[src/rtl/mvm_seq_pkg.sv]
// mvm_seq_pkg
//   Shared types and helpers for the matrix-vector sequencer.
//   - state_t : sequencer states
//   - res_w() : result width of one row dot-product (2*DW + log2(N) bits)
package mvm_seq_pkg;

   typedef enum logic [2:0] {
      FILL  = 3'd0,
      ISSUE = 3'd1,
      WAIT  = 3'd2,
      LOAD  = 3'd3,
      DRAIN = 3'd4,
      EMIT  = 3'd5
   } state_t;

   // A sum of N products of two DW-bit values never exceeds this width.
   function automatic int res_w(input int n, input int dw);
      return 2 * dw + $clog2(n);
   endfunction

endpackage

[src/rtl/mvm_res_buf.sv]
// mvm_res_buf
//   N-entry capture buffer for the array's serial result chain, replayed
//   as a valid/ready stream.
//   Ports:
//     clk, rst          clock, async active-low reset
//     i_wr_en           one result per cycle while draining the chain
//     i_wr_data         array serial result
//     i_rd_en           buffer is being emitted (presents out_valid)
//     i_rd_ready        downstream ready
//     o_rd_valid        stream valid
//     o_rd_data         current result y[rptr]
//     o_rd_last         current beat is y[N-1]
//     o_rd_done         last beat accepted this cycle
module mvm_res_buf
   import mvm_seq_pkg::*;
#(
   parameter int N  = 3,
   parameter int RW = 18
) (
   input  logic          clk,
   input  logic          rst,
   input  logic          i_wr_en,
   input  logic [RW-1:0] i_wr_data,
   input  logic          i_rd_en,
   input  logic          i_rd_ready,
   output logic          o_rd_valid,
   output logic [RW-1:0] o_rd_data,
   output logic          o_rd_last,
   output logic          o_rd_done
);

   localparam int IW = $clog2(N);

   logic [RW-1:0] r_buf [0:N-1];
   logic [IW-1:0] r_wptr;
   logic [IW-1:0] r_rptr;
   logic          w_rlast;
   logic          w_take;

   assign w_rlast = (r_rptr == IW'(N - 1));
   assign w_take  = i_rd_en & i_rd_ready;

   // Write side: pointer wraps after N entries, so it is back at 0 for the
   // next job without any explicit clear.
   always_ff @(posedge clk or negedge rst) begin
      if (!rst) begin
         for (int i = 0; i < N; i++) r_buf[i] <= '0;
         r_wptr <= '0;
      end else if (i_wr_en) begin
         r_buf[r_wptr] <= i_wr_data;
         r_wptr        <= (r_wptr == IW'(N - 1)) ? '0 : r_wptr + 1'b1;
      end
   end

   // Read side: advances only on a handshake, so data holds while stalled.
   always_ff @(posedge clk or negedge rst) begin
      if (!rst)
         r_rptr <= '0;
      else if (w_take)
         r_rptr <= w_rlast ? '0 : r_rptr + 1'b1;
   end

   assign o_rd_valid = i_rd_en;
   assign o_rd_data  = i_rd_en ? r_buf[r_rptr] : '0;
   assign o_rd_last  = i_rd_en & w_rlast;
   assign o_rd_done  = w_take & w_rlast;

endmodule

[src/rtl/mvm_seq.sv]
// mvm_seq
//   Sequencer for an N x N matrix-vector MAC array. Collects a byte-serial
//   stream (per column k: b[k], A[0][k] .. A[N-1][k]), issues each column to
//   the array, drains the array's serial result chain into mvm_res_buf and
//   replays y[0..N-1] as a valid/ready stream.
//   Ports:
//     clk, rst                      clock, async active-low reset
//     in_valid/in_ready/in_data     element input stream
//     arr_col, arr_vect             registered column of A and b[k]
//     arr_init, arr_acc_en          column issue strobes
//     arr_shift_en                  0 = chain reload, 1 = chain shift
//     arr_result                    array serial result
//     out_valid/out_ready/out_data  result stream, out_last on y[N-1]
//     busy                          job in progress
module mvm_seq
   import mvm_seq_pkg::*;
#(
   parameter  int N   = 3,
   parameter  int DW  = 8,
   parameter  int LAT = 1,
   localparam int RW  = res_w(N, DW)
) (
   input  logic          clk,
   input  logic          rst,
   input  logic          in_valid,
   output logic          in_ready,
   input  logic [DW-1:0] in_data,
   output logic [DW-1:0] arr_col [0:N-1],
   output logic [DW-1:0] arr_vect,
   output logic          arr_init,
   output logic          arr_acc_en,
   output logic          arr_shift_en,
   input  logic [RW-1:0] arr_result,
   output logic          out_valid,
   input  logic          out_ready,
   output logic [RW-1:0] out_data,
   output logic          out_last,
   output logic          busy
);

   localparam int CW        = $clog2(N + 1);
   localparam int KW        = $clog2(N);
   localparam int WTW       = (LAT > 1) ? $clog2(LAT) : 1;
   localparam int WAIT_INIT = (LAT > 0) ? LAT - 1 : 0;

   state_t         r_state;
   state_t         w_next;
   logic [CW-1:0]  r_cnt;      // word index in FILL, drain index in DRAIN
   logic [KW-1:0]  r_k;        // column index
   logic [WTW-1:0] r_wait;
   logic [DW-1:0]  r_vbuf;
   logic [DW-1:0]  r_colbuf [0:N-2];

   logic w_accept;
   logic w_col_done;
   logic w_last_col;
   logic w_drain_done;
   logic w_wr_en;
   logic w_rd_en;
   logic w_emit_done;

   assign w_accept     = in_valid & in_ready;
   assign w_col_done   = w_accept & (r_cnt == CW'(N));
   assign w_last_col   = (r_k == KW'(N - 1));
   assign w_drain_done = (r_cnt == CW'(N - 1));

   // ---------------- state register ----------------
   always_ff @(posedge clk or negedge rst) begin
      if (!rst) r_state <= FILL;
      else      r_state <= w_next;
   end

   // ---------------- next state ----------------
   always_comb begin
      w_next = r_state;
      case (r_state)
         FILL:    if (w_col_done) w_next = ISSUE;
         ISSUE: begin
            if (w_last_col) w_next = (LAT == 0) ? LOAD : WAIT;
            else            w_next = FILL;
         end
         WAIT:    if (r_wait == '0) w_next = LOAD;
         LOAD:    w_next = DRAIN;
         DRAIN:   if (w_drain_done) w_next = EMIT;
         EMIT:    if (w_emit_done) w_next = FILL;
         default: w_next = FILL;
      endcase
   end

   // ---------------- state outputs ----------------
   // In LOAD shift_en stays 0, which is what makes the chain capture the
   // row sums; the first DRAIN cycle then presents y[0].
   always_comb begin
      in_ready     = 1'b0;
      arr_acc_en   = 1'b0;
      arr_init     = 1'b0;
      arr_shift_en = 1'b0;
      w_wr_en      = 1'b0;
      w_rd_en      = 1'b0;
      case (r_state)
         FILL:  in_ready = 1'b1;
         ISSUE: begin
            arr_acc_en = 1'b1;
            arr_init   = (r_k == '0);
         end
         DRAIN: begin
            arr_shift_en = 1'b1;
            w_wr_en      = 1'b1;
         end
         EMIT:  w_rd_en = 1'b1;
         default: ;
      endcase
   end

   // ---------------- column assembly and counters ----------------
   // The column register fills independently of arr_col/arr_vect, which only
   // change on the edge that enters ISSUE. The final element of a column
   // goes straight to arr_col[N-1] so no extra cycle is spent.
   always_ff @(posedge clk or negedge rst) begin
      if (!rst) begin
         r_cnt    <= '0;
         r_k      <= '0;
         r_wait   <= '0;
         r_vbuf   <= '0;
         arr_vect <= '0;
         for (int i = 0; i < N - 1; i++) r_colbuf[i] <= '0;
         for (int i = 0; i < N; i++)     arr_col[i]  <= '0;
      end else begin
         case (r_state)
            FILL: begin
               if (w_accept) begin
                  if (r_cnt == CW'(N)) begin
                     r_cnt        <= '0;
                     arr_vect     <= r_vbuf;
                     arr_col[N-1] <= in_data;
                     for (int i = 0; i < N - 1; i++) arr_col[i] <= r_colbuf[i];
                  end else begin
                     r_cnt <= r_cnt + 1'b1;
                     if (r_cnt == '0) r_vbuf <= in_data;
                     for (int i = 0; i < N - 1; i++)
                        if (r_cnt == CW'(i + 1)) r_colbuf[i] <= in_data;
                  end
               end
            end
            ISSUE: begin
               r_k    <= w_last_col ? '0 : r_k + 1'b1;
               r_wait <= WTW'(WAIT_INIT);
            end
            WAIT:  r_wait <= r_wait - 1'b1;
            DRAIN: r_cnt  <= w_drain_done ? '0 : r_cnt + 1'b1;
            EMIT:  if (w_emit_done) r_k <= '0;
            default: ;
         endcase
      end
   end

   // Idle means FILL with nothing collected yet.
   assign busy = (r_state != FILL) | (r_cnt != '0) | (r_k != '0);

   mvm_res_buf #(.N(N), .RW(RW)) u_res_buf (
      .clk        (clk),
      .rst        (rst),
      .i_wr_en    (w_wr_en),
      .i_wr_data  (arr_result),
      .i_rd_en    (w_rd_en),
      .i_rd_ready (out_ready),
      .o_rd_valid (out_valid),
      .o_rd_data  (out_data),
      .o_rd_last  (out_last),
      .o_rd_done  (w_emit_done)
   );

endmodule

[config.mk]
export PLATFORM = sky130hd
export DESIGN_NAME = mvm_seq
export DESIGN_NICKNAME = d
export VERILOG_FILES = /design/src/rtl/mvm_seq_pkg.sv /design/src/rtl/mvm_res_buf.sv /design/src/rtl/mvm_seq.sv
export SDC_FILE = /design/constraint.sdc
export NUM_CORES = 1
export LEC_CHECK = 0
export ABC_AREA = 1
export CAP_MARGIN = 20
export CORE_MARGIN = 5
export CORE_UTILIZATION = 40
export CTS_CLUSTER_SIZE = 12
export DETAILED_ROUTE_END_ITERATION = 8
export HOLD_SLACK_MARGIN = 0.15
export PLACE_DENSITY_LB_ADDON = 0.3
export SYNTH_ARGS = -nofsm -noshare
export SYNTH_HDL_FRONTEND = slang
export SYNTH_HIERARCHICAL = 1
export SYNTH_SLANG_ARGS = --single-unit
[constraint.sdc]
create_clock -name clk -period 1.86 [get_ports clk]
set_input_delay 0.279 -clock clk [delete_from_list [all_inputs] [get_ports clk]]
set_output_delay 0.279 -clock clk [all_outputs]
set_load 0.005 [all_outputs]
==> results.py <==
metrics = {
    "run_status": {
        "status": "complete, but fails checks",
        "violations": "setup timing",
    },
    "power": {
        "p_clk_frac": 0.249,
        "p_leak_nw": 4.043,
        "p_per_area_mw_per_mm2": 1843,
        "total_power_mw": 15.11,
        "netSwitchingFraction": 0.3532,
        "power_frac_seq": 0.317,
        "power.switching_mw": 5.338,
        "ir_drop_mv": 0.8033,
        "combPwrFrac": 0.435,
        "p_int_mw": 9.775,
    },
    "logic_synthesis": {
        "syn_nets": 670,
        "yosysSeqAreaShare": 0.5195,
        "avgSynthCellArea_um2": 9.270,
        "syn-cell-area_mm2": 0.005877,
        "synth_cell_type_count": 25,
        "ys_ff_latch": 122,
        "syn_inst": 634,
        "synth_warnings": 6,
    },
    "placed_design": {
        "place_congestion": 0.7856,
        "dp_hpwl_mm": 9.330,
        "place_area_mm2": 0.006993,
        "io_buffers": 86,
    },
    "detailed_routing": {
        "routed_wl_mm": 14.62,
        "viasPerCell": 4.908,
        "num_vias": 4712,
        "post_drt_wl_per_cell_um": 15.23,
        "drtIter0Drc": 264,
        "drcViolationCount": 0,
        "ant_nets": 0,
        "drtPass1Iterations": 4,
    },
    "critical_path": {
        "path_buf_inv": 5,
        "startpoint_type": "register",
        "critPathSlowestCell": "dfrtp_2",
        "worstPathCellList": "nor2_4 -> buf_6 -> buf_12 -> buf_6 -> nand2_2 -> nand3_2 -> nand2_1 -> inv_1 -> buf_2",
        "cpPeakStageDelay_ps": 420,
        "crit_family": "buffers and inverters",
        "rrSetupSlack_ps": 150,
        "reg2reg_depth": 8,
        "cp_data_arrival_time_ps": 1700,
        "r2r-end": "arr_vect[3]",
        "rr_startpoint": "r_state[2]",
        "cp-end-kind": "primary output",
        "cp.required_ps": 1580,
        "path_common_cell": "buf_6",
        "crit_fanout": 4,
        "path_class": "reg -> out",
    },
    "grt": {
        "grt_max_degree": 65,
        "grt.overflow.total": 0,
        "grt_pass1_wl_mm": 24.29,
        "grt_pass1_vias": 4862,
        "grt_usage": 0.1719,
        "antenna_found_initial": 0,
    },
    "timing": {
        "tightest_slew_ps": 503.8,
        "setup_slack_ps": -118.6,
        "whs_ps": 382.5,
        "finalSetupViolCount": 12,
        "maxSlewHeadroom": 0.6642,
        "hold_viol": 0,
        "skew_ps": 4.984,
        "rsz0062_at_grt": "yes",
        "clock.fmax_mhz": 505.4,
        "final.min_clock_period_ps": 1979,
        "slew_violations": 0,
        "period_share": 1.064,
        "setup_tns_ps": -577.4,
    },
    "finish": {
        "layout-drive-gt1-share": 0.3389,
        "fill_cells": 1225,
        "antenna_cells": 0,
        "syn_to_final_growth_pct": 39.54,
        "multi_input_area_mm2": 0.002426,
        "layout_common_cells": "nand2_1 (141), dfrtp_1 (119), inv_1 (87)",
        "post-route-cell-area_mm2": 0.008200,
        "final_util": 0.5664,
        "final_common_cell": "nand2_1",
        "seqCellArea_mm2": 0.003057,
        "finalNetCount": 799,
    },
    "clock_network": {
        "cts_buffers": 17,
        "clkLatencyLatePin_ps": 410,
        "clock-sinks": 122,
        "clockBufferDepth": 2,
        "cts_tree": "built",
        "cts_max_level": 4,
        "root_buffer": "clkbuf_16",
        "path_clk_slew_ps": 50,
    },
    "die": {
        "die_h_um": 131.2,
        "die_width_um": 131.2,
        "placementRows": 44,
        "dieArea_mm2": 0.01722,
        "start_util": 0.4059,
        "ios": 87,
        "design.core.area_mm2": 0.01448,
    },
    "worst_hold_path": {
        "hold_class": "in -> async",
    },
    "flow_run": {
        "cap_violations": 0,
    },
}
## cell families after synthesis
group | after synthesis | synth area share
compound gates | 127 | 0.1612
flops | 122 | 0.5195
fa+ha+maj | 6 | 0.01277
buf+inv | 125 | 0.1047
simple gates | 254 | 0.2018
## layout make-up
| type | instances | share of cell area |
|---|---|---|
| sequential | 122 | 0.3727 |
| multi-input combinational | 387 | 0.2959 |
| timing repair buffer | 139 | 0.1758 |
| clock buffer | 20 | 0.05569 |
| inverter | 96 | 0.04516 |
| tap | 184 | 0.02807 |
| clock inverter | 12 | 0.02670 |
## worst max path at each step
stage,from,end,slack (ps),cells past startpoint
2_1_floorplan,r_state[1],out_data[10],240,7
6_report,u_res_buf/r_rptr[0],out_data[15],-120,9
3_3_place_gp,r_state[2],out_data[14],90,6
5_1_grt,u_res_buf/r_rptr[0],out_data[15],-210,9
3_5_place_dp,r_state[2],out_data[4],50,6
4_1_cts,u_res_buf/r_rptr[1],out_data[7],-100,7
## metal layers
layer	share of wire	global-route usage	up-vias
li1	-	-	2281
met1	0.43	0.2048	2289
met2	0.49	0.2805	112
met3	0.057	0.05696	30
met4	0.023	0.08199	0
met5	0	0	-
## flip-flops by register name, summed over array words and instances (netlist names)
signal / cells
r_k: 2
arr_vect: 8
r_wait: 1
u_res_buf/r_rptr: 2
u_res_buf/r_buf: 54
u_res_buf/r_wptr: 2
r_vbuf: 8
arr_col: 24
r_colbuf: 16
r_state: 3
r_cnt: 2
## power by group through the flow
stage	clock, mW	sequential (mW)	combinational [mW]
floorplan	0	4.60	3.36
global placement	0	4.67	5.14
detailed placement	0	4.71	5.27
CTS	3.81	4.72	6.27
global route	3.96	4.94	7.19
finish	3.76	4.78	6.57
## per-stage QoR
stage,instances,setup WS [ps]
5_1_grt,960,-211.9
3_5_place_dp,901,46.56
6_report,960,-118.6
4_1_cts,959,-103.7
3_3_place_gp,901,86.72
2_1_floorplan,634,243.1
## synth_stat cells
cell type    n  area [µm²]
o21ai_1      3       15.01
nand2_2     13       81.33
buf_2        6       30.03
dfrtp_1    122        3053
nor2_4       3       33.78
a21oi_1      4       20.02
nand4_1      1       6.260
nand3_4      3       52.55
nand2_4      1       11.26
nor3_4       1       16.27
o22ai_1      1       6.260
nand3_1     63       315.3
nor2_1      10       37.54
buf_6       17       191.4
o31ai_1      1       7.510
ha_1         6       75.07
inv_2        2       7.510
buf_1        1       3.750
o21ai_0     36       180.2
buf_4        3       22.52
o21ai_2     82       718.2
nand2_1    157       589.3
clkbuf_1     2       7.510
nand4_4      2       42.54
inv_1       94       352.8
## repair_timing
action | CTS | global route
endpoints found under the setup margin | 25 | 35
endpoints found under the hold margin | 29 | 0
pin swaps | 12 | 14
buffers inserted | 22 | 5
cloned | 4 | 0
hold buffers | 1 | 0
resized for setup | 144 | 45
Power figures use the tool's default switching activity.
